### config.mk
export PLATFORM = sky130hd
export DESIGN_NAME = hue_wheel_pwm_flat
export DESIGN_NICKNAME = d
export VERILOG_FILES = /design/src/rtl/hue_wheel_pwm_pkg.sv /design/src/rtl/hue_wheel_pwm_if.sv /design/src/rtl/hue_wheel_pwm_pwm_channel.sv /design/src/rtl/hue_wheel_pwm.sv /design/src/flat_wrapper.sv
export SDC_FILE = /design/constraint.sdc
export NUM_CORES = 1
export LEC_CHECK = 0
export ABC_AREA = 1
export CORE_MARGIN = 3
export CORE_UTILIZATION = 40
export DETAILED_ROUTE_END_ITERATION = 6
export PLACE_DENSITY_LB_ADDON = 0.12
export SLEW_MARGIN = 5
export SYNTH_ARGS = -nofsm -noshare
export SYNTH_HDL_FRONTEND = slang
export SYNTH_SLANG_ARGS = --single-unit
### constraint.sdc
create_clock -name clk -period 7.05 [get_ports clk]
set_input_delay 1.41 -clock clk [delete_from_list [all_inputs] [get_ports clk]]
set_output_delay 1.41 -clock clk [all_outputs]
set_load 0.005 [all_outputs]
### src/rtl/hue_wheel_pwm_pkg.sv
// hue_pkg: segment encoding and shared constants for the hue wheel PWM driver
package hue_pkg;
    typedef enum logic [2:0] {SEG_RY, SEG_YG, SEG_GC, SEG_CB, SEG_BM, SEG_MR} seg_t;
    localparam int NUM_SEGS = 6;
    localparam int BRIGHT_BITS = 8;
    function automatic seg_t seg_step(seg_t s, logic rev);
        return rev ? (s == SEG_RY ? SEG_MR : seg_t'(s - 3'd1))
                   : (s == SEG_MR ? SEG_RY : seg_t'(s + 3'd1));
    endfunction
endpackage

### src/rtl/hue_wheel_pwm_if.sv
// hue_wheel_pwm_if: control inputs and LED/status outputs of the hue wheel driver
interface hue_wheel_pwm_if;
    import hue_pkg::*;
    logic                   run_i;
    logic                   dir_i;
    logic [BRIGHT_BITS-1:0] bright_i;
    logic                   rgb_r_o;
    logic                   rgb_g_o;
    logic                   rgb_b_o;
    seg_t                   seg_o;
    logic                   hue_wrap_o;
    modport master (output run_i, dir_i, bright_i, input rgb_r_o, rgb_g_o, rgb_b_o, seg_o, hue_wrap_o);
    modport slave  (input run_i, dir_i, bright_i, output rgb_r_o, rgb_g_o, rgb_b_o, seg_o, hue_wrap_o);
endinterface

### src/rtl/hue_wheel_pwm_pwm_channel.sv
// pwm_channel: per-period duty latch and registered, polarity-corrected LED output
module pwm_channel #(
    parameter int PWM_BITS   = 8,
    parameter bit ACTIVE_LOW = 1
) (
    input  logic                clk,
    input  logic                rst_n,
    input  logic [PWM_BITS-1:0] cnt_i,
    input  logic [PWM_BITS-1:0] duty_i,
    input  logic                latch_i,
    output logic                led_o
);
    logic [PWM_BITS-1:0] duty_q, duty_d;
    logic                led_q, led_d;
    always_comb begin
        // the period's first compare already uses the freshly latched duty
        duty_d = latch_i ? duty_i : duty_q;
        led_d  = (cnt_i < duty_d) ^ ACTIVE_LOW;
    end
    always_ff @(posedge clk) begin
        if (!rst_n) begin
            duty_q <= '0;
            led_q  <= ACTIVE_LOW;
        end else begin
            duty_q <= duty_d;
            led_q  <= led_d;
        end
    end
    assign led_o = led_q;
endmodule

### src/rtl/hue_wheel_pwm.sv
// hue_wheel_pwm: six-segment hue sweep with brightness-scaled per-channel PWM
module hue_wheel_pwm import hue_pkg::*; #(
    parameter int CLK_HZ     = 12_000_000,
    parameter int CYCLE_MS   = 1000,
    parameter int PWM_BITS   = 8,
    parameter bit ACTIVE_LOW = 1
) (
    input logic             clk,
    input logic             rst_n,
    hue_wheel_pwm_if.slave  io
);
    localparam int MAX = 2**PWM_BITS - 1;
    localparam longint TICK_DIV = longint'(CLK_HZ) * CYCLE_MS / 1000 / (NUM_SEGS * (2**PWM_BITS));
    localparam int TW = TICK_DIV > 1 ? $clog2(TICK_DIV) : 1;
    localparam int PW = PWM_BITS + 9;
    if (TICK_DIV < 1) begin : g_bad_div
        $error("hue_wheel_pwm: clock too slow for requested CYCLE_MS/PWM_BITS");
    end
    logic [TW-1:0]       tick_q, tick_d;
    logic [PWM_BITS-1:0] ramp_q, ramp_d, pwm_q, pwm_d;
    seg_t                seg_q, seg_d;
    logic                wrap_q, wrap_d;
    logic                step_tick, step, at_end;
    logic [2:0][PWM_BITS-1:0] raw;
    logic [2:0]          led;
    always_comb begin
        step_tick = tick_q == TW'(TICK_DIV - 1);
        tick_d    = step_tick ? '0 : tick_q + 1'b1;
        step      = step_tick && io.run_i;
        at_end    = io.dir_i ? ramp_q == '0 : ramp_q == '1;
        ramp_d    = !step ? ramp_q : at_end ? {PWM_BITS{io.dir_i}} :
                    io.dir_i ? ramp_q - 1'b1 : ramp_q + 1'b1;
        seg_d     = step && at_end ? seg_step(seg_q, io.dir_i) : seg_q;
        wrap_d    = step && at_end && seg_q == (io.dir_i ? SEG_RY : SEG_MR);
        pwm_d     = pwm_q == PWM_BITS'(MAX - 1) ? '0 : pwm_q + 1'b1;
    end
    always_ff @(posedge clk) begin
        if (!rst_n) begin
            tick_q <= '0;
            ramp_q <= '0;
            pwm_q  <= '0;
            seg_q  <= SEG_RY;
            wrap_q <= 1'b0;
        end else begin
            tick_q <= tick_d;
            ramp_q <= ramp_d;
            pwm_q  <= pwm_d;
            seg_q  <= seg_d;
            wrap_q <= wrap_d;
        end
    end
    // raw[0]=R, raw[1]=G, raw[2]=B
    always_comb begin
        raw = '0;
        case (seg_q)
            SEG_RY:  begin raw[0] = '1;      raw[1] = ramp_q;  end
            SEG_YG:  begin raw[0] = ~ramp_q; raw[1] = '1;      end
            SEG_GC:  begin raw[1] = '1;      raw[2] = ramp_q;  end
            SEG_CB:  begin raw[1] = ~ramp_q; raw[2] = '1;      end
            SEG_BM:  begin raw[0] = ramp_q;  raw[2] = '1;      end
            SEG_MR:  begin raw[0] = '1;      raw[2] = ~ramp_q; end
            default: raw = '0;
        endcase
    end
    for (genvar i = 0; i < 3; i++) begin : g_ch
        logic [PW-1:0] prod;
        assign prod = PW'(raw[i]) * (PW'(io.bright_i) + 1'b1);
        pwm_channel #(.PWM_BITS(PWM_BITS), .ACTIVE_LOW(ACTIVE_LOW)) u_ch (
            .clk(clk), .rst_n(rst_n), .cnt_i(pwm_q), .duty_i(PWM_BITS'(prod >> 8)),
            .latch_i(pwm_q == '0), .led_o(led[i])
        );
    end
    assign io.rgb_r_o    = led[0];
    assign io.rgb_g_o    = led[1];
    assign io.rgb_b_o    = led[2];
    assign io.seg_o      = seg_q;
    assign io.hue_wrap_o = wrap_q;
endmodule

### src/flat_wrapper.sv
// flat-port wrapper written by rule: the top's interface ports become plain ports
module hue_wheel_pwm_flat import hue_pkg::*;
#(
    parameter int CLK_HZ     = 12_000_000,
    parameter int CYCLE_MS   = 1000,
    parameter int PWM_BITS   = 8,
    parameter bit ACTIVE_LOW = 1
)
  (clk, rst_n, io_run_i, io_dir_i, io_bright_i, io_rgb_r_o, io_rgb_g_o, io_rgb_b_o, io_seg_o, io_hue_wrap_o);
  hue_wheel_pwm_if io_i ();
  input logic clk;
  input logic rst_n;
  input wire logic [$bits(io_i.run_i)-1:0] io_run_i;
  input wire logic [$bits(io_i.dir_i)-1:0] io_dir_i;
  input wire logic [$bits(io_i.bright_i)-1:0] io_bright_i;
  output wire logic [$bits(io_i.rgb_r_o)-1:0] io_rgb_r_o;
  output wire logic [$bits(io_i.rgb_g_o)-1:0] io_rgb_g_o;
  output wire logic [$bits(io_i.rgb_b_o)-1:0] io_rgb_b_o;
  output wire logic [$bits(io_i.seg_o)-1:0] io_seg_o;
  output wire logic [$bits(io_i.hue_wrap_o)-1:0] io_hue_wrap_o;
  assign io_i.run_i = io_run_i;
  assign io_i.dir_i = io_dir_i;
  assign io_i.bright_i = io_bright_i;
  assign io_rgb_r_o = io_i.rgb_r_o;
  assign io_rgb_g_o = io_i.rgb_g_o;
  assign io_rgb_b_o = io_i.rgb_b_o;
  assign io_seg_o = io_i.seg_o;
  assign io_hue_wrap_o = io_i.hue_wrap_o;
  hue_wheel_pwm #(.CLK_HZ(CLK_HZ), .CYCLE_MS(CYCLE_MS), .PWM_BITS(PWM_BITS), .ACTIVE_LOW(ACTIVE_LOW)) u_core (.clk(clk), .rst_n(rst_n), .io(io_i));
endmodule
==> impl_metrics.json <==
{
  "die_area_mm2": 0.0282,
  "vias_per_cell": 4.86,
  "synthAdderAreaFrac": 0.387,
  "antenna_found_initial": 0,
  "final_area_mm2": 0.0125,
  "cp-end-kind": "flip-flop",
  "htree_levels": 3,
  "period_minus_slack_ns": 6.67,
  "fin_crit_sh": 0.946,
  "yosysTopAreaCellShare": 0.231,
  "p_int_uw": 1410,
  "ios": 19,
  "status": "finished, final reports clean",
  "ys_types": 50,
  "ir_drop_mv": 0.294,
  "gp_congestion": 0.908,
  "share_clk_of_total_power": 0.169,
  "cts_sinks": 60,
  "cp_slowest_cell": "fa_1",
  "synthFlopType": "dfxtp_1",
  "arrival_ns": 6.88,
  "fin_setup_tns_ns": 0,
  "sw_frac_of_total": 0.439,
  "synth-simple-area-share": 0.259,
  "cts_root_buf": "clkbuf_16",
  "hold_class": "flip-flop to flip-flop",
  "core_mm2": 0.0255,
  "dr.pass1.iters": 5,
  "fin_nets": 1897,
  "switchingPower_uw": 1100,
  "grt_pass1_wl_mm": 47.9,
  "synth_top_cell_by_area": "fa_1",
  "final-max-slew-violation-count": 0,
  "ys_seq_area_frac": 0.115,
  "synth_area_leaders": "fa_1 23%, ha_1 16%, inv_1 13%",
  "netlist_area_mm2": 0.0105,
  "async_reset_ff_frac": 0,
  "placed_area_mm2": 0.0120,
  "synth.avg_cell_area_um2": 7.02,
  "worstPathRequired_ns": 7.26,
  "slowest_delay_ns": 0.51,
  "ys_ff_latch": 60,
  "fmax_ghz": 0.150,
  "critical_path_class": "input pin to flip-flop",
  "grt_usage": 0.206,
  "syn2layout_area_growth_pct": 19.2,
  "numCtsBuffers": 9,
  "slew_headroom": 0.532,
  "fill_cells": 2597,
  "clock_latency_ns": 0.33,
  "register_area_mm2": 0.00120,
  "power_density_mw_per_mm2": 201,
  "yosys_warnings": 0,
  "fin_skew_ns": 0.00517,
  "tightest_slew_ns": 0.696,
  "cts.clk_slew.worst_paths_ns": 0.05,
  "grt_max_degree": 40,
  "setup-violations-final": 0,
  "cp_max_fo": 5,
  "antenna_cells": 0,
  "syn_nets": 1757,
  "pwr-share-seq": 0.153,
  "routed_wl_mm": 27.9,
  "fp-row-count": 58,
  "cts_tree": "done",
  "synth_enable_flop_cells": 0,
  "synth_mux_area_frac": 0.00382,
  "cap_violations": 0,
  "port_buffers": 18,
  "ant_nets": 0,
  "path_common_cell": "nand2_1",
  "drive_gt1_frac": 0.140,
  "synth_top_family_by_area": "adder cells",
  "multi_input_area_mm2": 0.00799,
  "post_drt_wl_per_cell_um": 14.2,
  "die-height_um": 168,
  "vias": 9561,
  "start_kind": "input pin",
  "drt_iter0_markers": 490,
  "fp.dieW_um": 168,
  "synth_cells": 1493,
  "p_leak_uw": 0.00717,
  "combPwrFrac": 0.678,
  "cts_buffer_depth": 2,
  "synth-compound-area-share": 0.0728,
  "drc_errors": 0,
  "initial_core_util": 0.411,
  "grt-ovfl-total": 0,
  "grt_pass1_vias": 9578,
  "synthXorXnorAreaFrac": 0.0226,
  "report.final.hold_viol_count": 0,
  "place_hpwl_mm": 23.3
}
[layer usage]
metal	wire [um]	share of wire	track usage	vias to the layer above
met5	0	0	0	-
met4	489	0.018	0.0487	0
met3	1230	0.044	0.0225	34
met2	12300	0.44	0.329	187
met1	13800	0.50	0.299	4516
li1	-	-	-	4824
[stage by stage]
step	hold slack [ns]	worst slack [ns]	utilization	cells	total power, uW
2_1_floorplan	0.417	0.184	-	1493	1400
3_3_place_gp	0.430	-0.222	0.469	1942	1970
3_5_place_dp	0.440	-0.372	0.469	1942	1990
4_1_cts	0.449	0.00737	0.481	1958	2430
5_1_grt	0.453	-0.00573	0.491	1968	2800
6_report	0.445	0.378	0.491	1968	2510
[sequential cells by signal, summed over array words and instances (netlist names)]
| signal | cells |
|---|---|
| u_core.io.hue_wrap_o | 1 |
| u_core.g_ch.u_ch.led_o | 3 |
| u_core.tick_q | 13 |
| u_core.g_ch.u_ch.duty_q | 24 |
| u_core.pwm_q | 8 |
| u_core.ramp_q | 8 |
| u_core.io.seg_o | 3 |
[cells in the mapped netlist, types with 3 or more instances]
| library cell | count |
|---|---|
| inv_1 | 353 |
| nand2_1 | 307 |
| nor2_1 | 189 |
| ha_1 | 131 |
| fa_1 | 121 |
| dfxtp_1 | 60 |
| nand3_1 | 57 |
| a21oi_1 | 52 |
| nor3_1 | 26 |
| o21ai_0 | 26 |
| clkbuf_1 | 14 |
| xor2_1 | 14 |
| xnor2_1 | 13 |
| or2_2 | 11 |
| a221oi_1 | 10 |
| nand2_2 | 10 |
| nand4_1 | 9 |
| o21ai_1 | 9 |
| inv_2 | 8 |
| nor3b_1 | 7 |
| buf_2 | 5 |
| nor4_1 | 5 |
| mux2i_1 | 4 |
| nand3_2 | 4 |
| nand3b_1 | 4 |
| a2111oi_0 | 3 |
| a211oi_1 | 3 |
| buf_1 | 3 |
| clkinv_1 | 3 |
| o21a_1 | 3 |
| o21bai_1 | 3 |
[final timing paths]
kind                            slack (ns)  depth (start not counted)               start                         to
worst max-delay path                  0.38                         28      io_bright_i[6]  u_core.g_ch[2].u_ch.led_o
worst min-delay path                  0.44                          1     u_core.pwm_q[0]            u_core.pwm_q[0]
worst max register to register        0.55                         30  u_core.io.seg_o[1]  u_core.g_ch[1].u_ch.led_o
worst min register to register        0.44                          1     u_core.pwm_q[0]            u_core.pwm_q[0]
[cell usage in the layout (no fill, tap or decap), types with 12 or more instances in the layout]
cell,Yosys,final
ha_1,131,128
xnor2_1,13,13
nor3_1,26,24
nand2_2,10,12
xor2_1,14,12
o21ai_0,26,22
clkdlybuf4s50_1,0,12
nand3_1,57,54
nor2_1,189,188
dfxtp_1,60,60
fa_1,121,119
a21oi_1,52,45
nand2_1,307,305
inv_1,353,353
buf_4,1,129
[cell families after synthesis]
group,after synthesis
xor gates and xnor gates,27
DFF,60
adders and majority gates,252
muxes,4
and+or+nand+nor,639
AOI/OAI and AO/OA,124
buffers and inverters,387
[area by class of cell]
cell class	count	share of cell area
clock buffers	11	0.0186
multi-input cells	1046	0.639
flip-flops and latches	60	0.0961
repair buffers	152	0.0997
clock inverters	5	0.00420
well taps	330	0.0330
inverters	364	0.109
[repair_timing]
item,CTS,global route
setup buffers,0,10
endpoints found under the setup margin,1,3
resized for setup,1,46
endpoints found under the hold margin,0,0
hold buffers,0,0
pin swaps,1,15
[power groups by stage]
stage / Sequential (uW) / Combinational (uW) / Clock, uW
2_1_floorplan: 387 / 1020 / 0
3_3_place_gp: 391 / 1580 / 0
3_5_place_dp: 391 / 1600 / 0
4_1_cts: 384 / 1610 / 436
5_1_grt: 388 / 1960 / 452
6_report: 384 / 1700 / 423
[critical path, delay by kind of cell]
kind,cells,cell delay [ns]
simple gates,8,0.62
mux,1,0.18
fa+ha+maj,6,2.64
buf+inv,9,1.16
compound gates,2,0.47
xor+xnor,2,0.40
Note: power is estimated with default switching activity, not from simulation.
